[src/rtl/led_mon_pkg.sv]
// Shared types and constants for the LED ring monitor.
// Optional feature macro: LED_MON_BIDIR_EN (reverse rotation accepted as legal).
package led_mon_pkg;

    localparam int LED_W = 8;

    typedef enum logic [1:0] {
        INIT  = 2'd0,
        TRACK = 2'd1,
        ERROR = 2'd2
    } state_t;

    localparam logic [1:0] ERR_NONE        = 2'd0;
    localparam logic [1:0] ERR_BAD_PATTERN = 2'd1;
    localparam logic [1:0] ERR_BAD_JUMP    = 2'd2;

endpackage

[src/rtl/led_onehot_enc.sv]
// Combinational one-hot check and 3-bit index encode of the LED bus.
module led_onehot_enc
    import led_mon_pkg::*;
(
    input  logic [LED_W-1:0] vec,
    output logic             onehot,
    output logic [2:0]       idx
);

    // Flag exactly-one-set and report the position of the set bit.
    always_comb begin
        onehot = $onehot(vec);
        idx    = '0;
        for (int i = 0; i < LED_W; i++) begin
            if (vec[i]) idx = 3'(i);
        end
    end

endmodule

[src/rtl/led_ring_monitor.sv]
// Receive-side checker for the rotating one-hot LED bus.
// Optional feature macro: LED_MON_BIDIR_EN adds reverse steps and the dir output.
//
// state | meaning
// ------+-------------------------------------------------------------
// INIT  | waiting for first one-hot sample to lock onto
// TRACK | locked; each sample is a hold, a legal step, or a violation
// ERROR | violation seen; outputs frozen until clr
module led_ring_monitor
    import led_mon_pkg::*;
#(
    parameter int LAP_W     = 8,
    parameter int STALL_MAX = 16
) (
    input  logic             clk,
    input  logic             rst,
    input  logic [LED_W-1:0] led,
    input  logic             clr,
    output logic [2:0]       pos,
    output logic             pos_vld,
    output logic             step,
    output logic             lap,
    output logic [LAP_W-1:0] lap_cnt,
    output logic             stall,
    output logic             err,
`ifdef LED_MON_BIDIR_EN
    output logic             dir,
`endif
    output logic [1:0]       err_code
);

    localparam int              CNT_W    = $clog2(STALL_MAX + 1);
    localparam logic [CNT_W-1:0] STALL_TC = CNT_W'(STALL_MAX);

    state_t             state, state_nxt;
    logic [LED_W-1:0]   prev, prev_nxt;
    logic [CNT_W-1:0]   cnt, cnt_nxt, cnt_inc;
    logic [2:0]         pos_nxt;
    logic               pos_vld_nxt, step_nxt, lap_nxt, stall_nxt, err_nxt;
    logic [LAP_W-1:0]   lap_cnt_nxt;
    logic [1:0]         code_nxt;
    logic               onehot;
    logic [2:0]         idx;
    logic [LED_W-1:0]   fwd;
`ifdef LED_MON_BIDIR_EN
    logic [LED_W-1:0]   rev;
    logic               dir_nxt;
`endif

    led_onehot_enc u_enc (
        .vec    (led),
        .onehot (onehot),
        .idx    (idx)
    );

    // State and all registered outputs.
    always_ff @(posedge clk or negedge rst) begin
        if (!rst) begin
            state    <= INIT;
            prev     <= '0;
            cnt      <= '0;
            pos      <= '0;
            pos_vld  <= 1'b0;
            step     <= 1'b0;
            lap      <= 1'b0;
            lap_cnt  <= '0;
            stall    <= 1'b0;
            err      <= 1'b0;
            err_code <= ERR_NONE;
`ifdef LED_MON_BIDIR_EN
            dir      <= 1'b0;
`endif
        end else begin
            state    <= state_nxt;
            prev     <= prev_nxt;
            cnt      <= cnt_nxt;
            pos      <= pos_nxt;
            pos_vld  <= pos_vld_nxt;
            step     <= step_nxt;
            lap      <= lap_nxt;
            lap_cnt  <= lap_cnt_nxt;
            stall    <= stall_nxt;
            err      <= err_nxt;
            err_code <= code_nxt;
`ifdef LED_MON_BIDIR_EN
            dir      <= dir_nxt;
`endif
        end
    end

    // Next-state and next-output decode; clr overrides the sample.
    always_comb begin
        state_nxt   = state;
        prev_nxt    = prev;
        cnt_nxt     = cnt;
        pos_nxt     = pos;
        pos_vld_nxt = pos_vld;
        step_nxt    = 1'b0;
        lap_nxt     = 1'b0;
        lap_cnt_nxt = lap_cnt;
        stall_nxt   = stall;
        err_nxt     = err;
        code_nxt    = err_code;
        fwd         = {prev[LED_W-2:0], prev[LED_W-1]};
        cnt_inc     = (cnt == STALL_TC) ? cnt : cnt + 1'b1;
`ifdef LED_MON_BIDIR_EN
        rev         = {prev[0], prev[LED_W-1:1]};
        dir_nxt     = dir;
`endif
        if (clr) begin
            state_nxt   = INIT;
            err_nxt     = 1'b0;
            code_nxt    = ERR_NONE;
            lap_cnt_nxt = '0;
            stall_nxt   = 1'b0;
            cnt_nxt     = '0;
            pos_vld_nxt = 1'b0;
        end else begin
            unique case (state)
                INIT: begin
                    if (onehot) begin
                        state_nxt   = TRACK;
                        prev_nxt    = led;
                        pos_nxt     = idx;
                        pos_vld_nxt = 1'b1;
                        cnt_nxt     = '0;
                    end else begin
                        state_nxt = ERROR;
                        err_nxt   = 1'b1;
                        code_nxt  = ERR_BAD_PATTERN;
                    end
                end
                TRACK: begin
                    if (!onehot || (led != prev && led != fwd
`ifdef LED_MON_BIDIR_EN
                                    && led != rev
`endif
                        )) begin
                        state_nxt   = ERROR;
                        err_nxt     = 1'b1;
                        code_nxt    = onehot ? ERR_BAD_JUMP : ERR_BAD_PATTERN;
                        pos_vld_nxt = 1'b0;
                        stall_nxt   = 1'b0;
                        cnt_nxt     = '0;
                    end else if (led == prev) begin
                        cnt_nxt   = cnt_inc;
                        stall_nxt = (cnt_inc == STALL_TC);
                    end else begin
                        step_nxt  = 1'b1;
                        prev_nxt  = led;
                        pos_nxt   = idx;
                        cnt_nxt   = '0;
                        stall_nxt = 1'b0;
`ifdef LED_MON_BIDIR_EN
                        dir_nxt   = (led != fwd);
                        if ((led == fwd && prev[LED_W-1]) || (led != fwd && prev[0])) begin
`else
                        if (prev[LED_W-1]) begin
`endif
                            lap_nxt     = 1'b1;
                            lap_cnt_nxt = lap_cnt + 1'b1;
                        end
                    end
                end
                ERROR: begin
                end
                default: state_nxt = INIT;
            endcase
        end
    end

endmodule

[config.mk]
export PLATFORM = sky130hd
export DESIGN_NAME = led_ring_monitor
export DESIGN_NICKNAME = d
export VERILOG_FILES = /design/src/rtl/led_mon_pkg.sv /design/src/rtl/led_onehot_enc.sv /design/src/rtl/led_ring_monitor.sv
export SDC_FILE = /design/constraint.sdc
export NUM_CORES = 1
export LEC_CHECK = 0
export BUFFER_PORTS_ARGS = -buffer_cell sky130_fd_sc_hd__buf_4
export CAP_MARGIN = 15
export CORE_MARGIN = 2
export CORE_UTILIZATION = 44
export DETAILED_ROUTE_END_ITERATION = 8
export PLACE_DENSITY = 0.73
export SLEW_MARGIN = 20
export SYNTH_ARGS = -nofsm -noshare
export SYNTH_HDL_FRONTEND = slang
export SYNTH_HIERARCHICAL = 1
export SYNTH_SLANG_ARGS = --single-unit
[constraint.sdc]
create_clock -name clk -period 2.8 [get_ports clk]
set_clock_uncertainty 0.1 [all_clocks]
set_input_delay 0.28 -clock clk [delete_from_list [all_inputs] [get_ports clk]]
set_output_delay 0.28 -clock clk [all_outputs]
set_load 0.02 [all_outputs]
==> run_results.csv <==
group,metric,value,unit
place,global_placement_routability_congestion,0.781,
synthesis,synth.yosys.seq_area_share,41.0,%
run_status,status,"complete, but fails checks",
setup_path,cp_data_arrival_time,3.68,ns
drt,drt_pre_antenna_iters,6,
drt,overall_via_count_from_detail_route,1735,
drt,wl_per_cell,16.1,um
global_route,grt_pass1_vias,1620,
global_route,grt_max_degree,34,
min_path,worst_hold_path_type,"input port to flop",
pwr,seq_power_share,37.2,%
clocking,clkTransAtPathRegs,0.07,ns
setup_path,critical_path.reg2reg.startpoint,"prev[7]",
min_path,cells_on_worst_hold_path,2,
timing,report.final.hold_viol_count,0,
timing,worst_slew_margin_rel,47.8,%
synthesis,synth.largest_area_cell,"dfrtp_1",
timing,timing.fmax,277,MHz
drt,vias_per_cell,5.49,
clocking,htree_num_levels,2,
setup_path,cp-start-kind,"input port",
layout,antenna_cells_inserted,0,
synthesis,synth_flop_cell,"dfrtp_1",
timing,maxSlewViolCount,0,
pwr,vdd.ir_drop.worst,0.491,mV
layout,synthToLayoutAreaGrowth,46.1,%
layout,post_route_cells_drive_above_1_share,43.2,%
floorplan,floorplan.rows,24,
synthesis,synth.lib_cells_used.distinct,37,
layout,number_of_nets_in_the_layout,287,
pwr,swShare,33.0,%
synthesis,synth_fp_nets,223,
clocking,tritoncts,"yes",
place,port-buffer-count,28,
run_status,violations_in_the_final_reports,"negative setup slack",
timing,fin_crit,3.61,ns
clocking,cts_root_buf,"clkbuf_8",
global_route,gr-total-overflow,0,
clocking,cts_max_path_buffers,2,
synthesis,post_synth_main_area_contributors,"dfrtp_1 (41%), mux2_2 (6.2%), ha_1 (5.6%), xnor2_1 (4.4%), inv_1 (4.1%)",
synthesis,synth.yosys.warnings,6,
setup_path,worst-setup-path-type,"input port to flop",
synthesis,post_synth_instance_area,2010,um^2
min_path,holdPathEnd,"lap_cnt[2]",
timing,setup-tns-final,-22.43,ns
pwr,netSwitchingPower,0.594,mW
pwr,share_comb_of_total_power,36.9,%
layout,post_layout_util,67.1,%
synthesis,synth_edf_count,0,
min_path,hold_start,"clr",
floorplan,floorplan.die.height,71.6,um
pwr,proportion_of_power_drawn_by_the_clock_network,25.8,%
setup_path,endpoint_class_of_the_critical_path,"flop",
global_route,gr-usage-all-layers,19.0,%
floorplan,initial_core_util,45.9,%
drt,drt_first_iter_violations,118,
synthesis,post_synth.cell_area_avg,10.1,um^2
timing,fin_crit_sh,129,%
pwr,p_leak,1.34,nW
setup_path,crit_required,2.87,ns
floorplan,core-area,4380,um^2
timing,rsz_0062_raised_after_global_routing,"true",
timing,finalSetupViolations,33,
place,place_hpwl,3230,um
job,maxCapViolCount,0,
floorplan,floorplan.die.width,71.6,um
timing,tightest_slew,0.782,ns
pwr,cellInternalPower,1.21,mW
floorplan,i_o_pin_total,29,
global_route,antenna_violations_before_repair,0,
global_route,grt_first_pass_wirelength,7650,um
floorplan,die_area,5130,um^2
timing,layout_setup_ws,-0.811,ns
synthesis,ys_ff_latch,33,
setup_path,timing.reg2reg.worst_path_depth,6,
drt,remaining_drc_errors,0,
clocking,insertion_delay,0.29,ns
synthesis,synthesis.instances,199,
drt,drt_wl_total,5080,um
synthesis,synth_async_sr_flop_share,100,%
pwr,power.density_cell_area,613,nW/um^2
clocking,cts_made_buffers,5,
setup_path,ff2ff_setup_slack,0.34,ns
setup_path,worst_r2r_endpoint,"prev[5]",
synthesis,area_share_of_the_largest_cell_type_after_synthesis,41.0,%
clocking,clock_sink_count,33,
drt,drt.antenna.violating_nets,0,
setup_path,maximum_fanout_count_along_the_critical_path,5,
==> cell type report <==
cell class                 instances  area [um^2]
sequential                        33          826
clock buffer                       7         86.3
tap                               52         65.1
timing repair buffer              60          522
clock inverter                     1         30.0
multi-input combinational        141         1310
fill                             328         1440
inverter                          22          100
==> critical path, stage by stage <==
cell and delay [ns]:
buf_12 0.09, inv_12 0.03, ha_4 0.25, inv_2 0.03, fa_1 0.48, fa_2 0.39
fa_2 0.38, or4_4 0.56, a21oi_4 0.15, nor2b_4 0.17, buf_6 0.13, nand2_4 0.06
a21oi_4 0.19, clkbuf_16 0.19, mux2_4 0.30
==> power by group through the flow <==
stage | logic, mW | clock network, mW | registers [mW]
5_1_grt | 0.719 | 0.496 | 0.680
2_1_floorplan | 0.340 | 0 | 0.676
3_3_place_gp | 0.515 | 0 | 0.657
3_5_place_dp | 0.535 | 0 | 0.662
6_report | 0.666 | 0.466 | 0.671
4_1_cts | 0.577 | 0.475 | 0.656
==> per-stage QoR <==
step                      hold WS, ns  power (mW)  area [um^2]  instances  worst slack (ns)
final                           0.188        1.80         2940        316            -0.811
after CTS                       0.171        1.71         2740        311            -0.779
after detailed placement        0.155        1.20         2510        295             -1.13
after floorplan                -0.116        1.02         2100        199            -0.840
after global placement          0.149        1.17         2510        295             -1.00
after global routing            0.210        1.89         2940        316            -0.936
==> per-layer routing <==
| metal | wire length [um] | global-route usage, % | vias up |
|---|---|---|---|
| li1 | - | - | 838 |
| met1 | 2170 | 24.2 | 852 |
| met2 | 2620 | 32.5 | 38 |
| met3 | 212 | 3.52 | 7 |
| met4 | 70 | 6.71 | 0 |
| met5 | 0 | 0 | - |
==> flip-flops by register name, summed over array words and instances, names as in the netlist <==
signal	count
err	1
pos	3
lap_cnt	8
state	2
step	1
cnt	5
err_code	2
stall	1
prev	8
pos_vld	1
lap	1
==> worst max-delay path by stage <==
stage / from / cells past startpoint / slack (ns) / end
after floorplan: led[2] / 13 / -0.84 / lap_cnt[7]
final: led[2] / 15 / -0.81 / prev[5]
after global routing: led[2] / 17 / -0.94 / cnt[0]
after detailed placement: led[2] / 14 / -1.13 / lap_cnt[7]
after CTS: led[2] / 15 / -0.78 / lap_cnt[3]
after global placement: led[2] / 14 / -1.0 / lap_cnt[7]
==> Yosys cell counts (2+ instances only) <==
cell type / n
dfrtp_1: 33
xnor2_1: 10
nand4_1: 4
nand2_1: 8
a22o_1: 3
o31a_1: 2
fa_1: 4
and2_1: 2
ha_1: 9
nand2b_1: 2
inv_1: 22
a21oi_1: 13
o31ai_1: 4
or4_1: 3
nor3_1: 4
a31o_2: 2
o21ai_0: 8
nor2_1: 12
xor2_1: 9
nor4_4: 2
or3_1: 3
mux2_2: 11
clkbuf_1: 2
nand3_1: 8
nor2b_1: 3
nor4_1: 5
==> timing repair <==
action,CTS,global route
hold endpoints to repair,33,0
pin swaps,10,13
gates resized for setup,12,33
buffers inserted,7,4
cloned,0,1
hold buffers,1,0
setup endpoints to repair,33,33
==> cells by family after synthesis <==
family	Yosys count	synth area share, %
multiplexers	12	6.72
flip-flops	33	41.0
AND/OR/NAND/NOR	58	16.5
adder cells (fa/ha/maj)	13	9.58
AO/OA/AOI/OAI	39	13.0
XOR/XNOR	19	8.27
buffers and inverters	25	4.85
==> placed cells by master (no fill, tap or decap), types with 2 or more instances in the layout <==
master / n
buf_4: 50
dfrtp_1: 33
inv_1: 19
mux2_4: 12
xnor2_1: 10
xor2_1: 9
a21oi_1: 9
nor2_1: 9
ha_1: 8
o21ai_0: 7
nand3_1: 6
clkbuf_8: 6
buf_6: 5
nand4_1: 4
nand2_1: 4
o31ai_1: 4
nor4_2: 4
nor4_4: 3
nor2_2: 3
or3_1: 3
nor3_1: 3
a22o_1: 3
nand2_4: 2
nand2_2: 2
a21oi_4: 2
nor2b_1: 2
a31o_2: 2
nand2b_1: 2
o31a_1: 2
or4_4: 2
a21oi_2: 2
buf_12: 2
fa_1: 2
fa_2: 2
(Power assumes the default switching activity.)
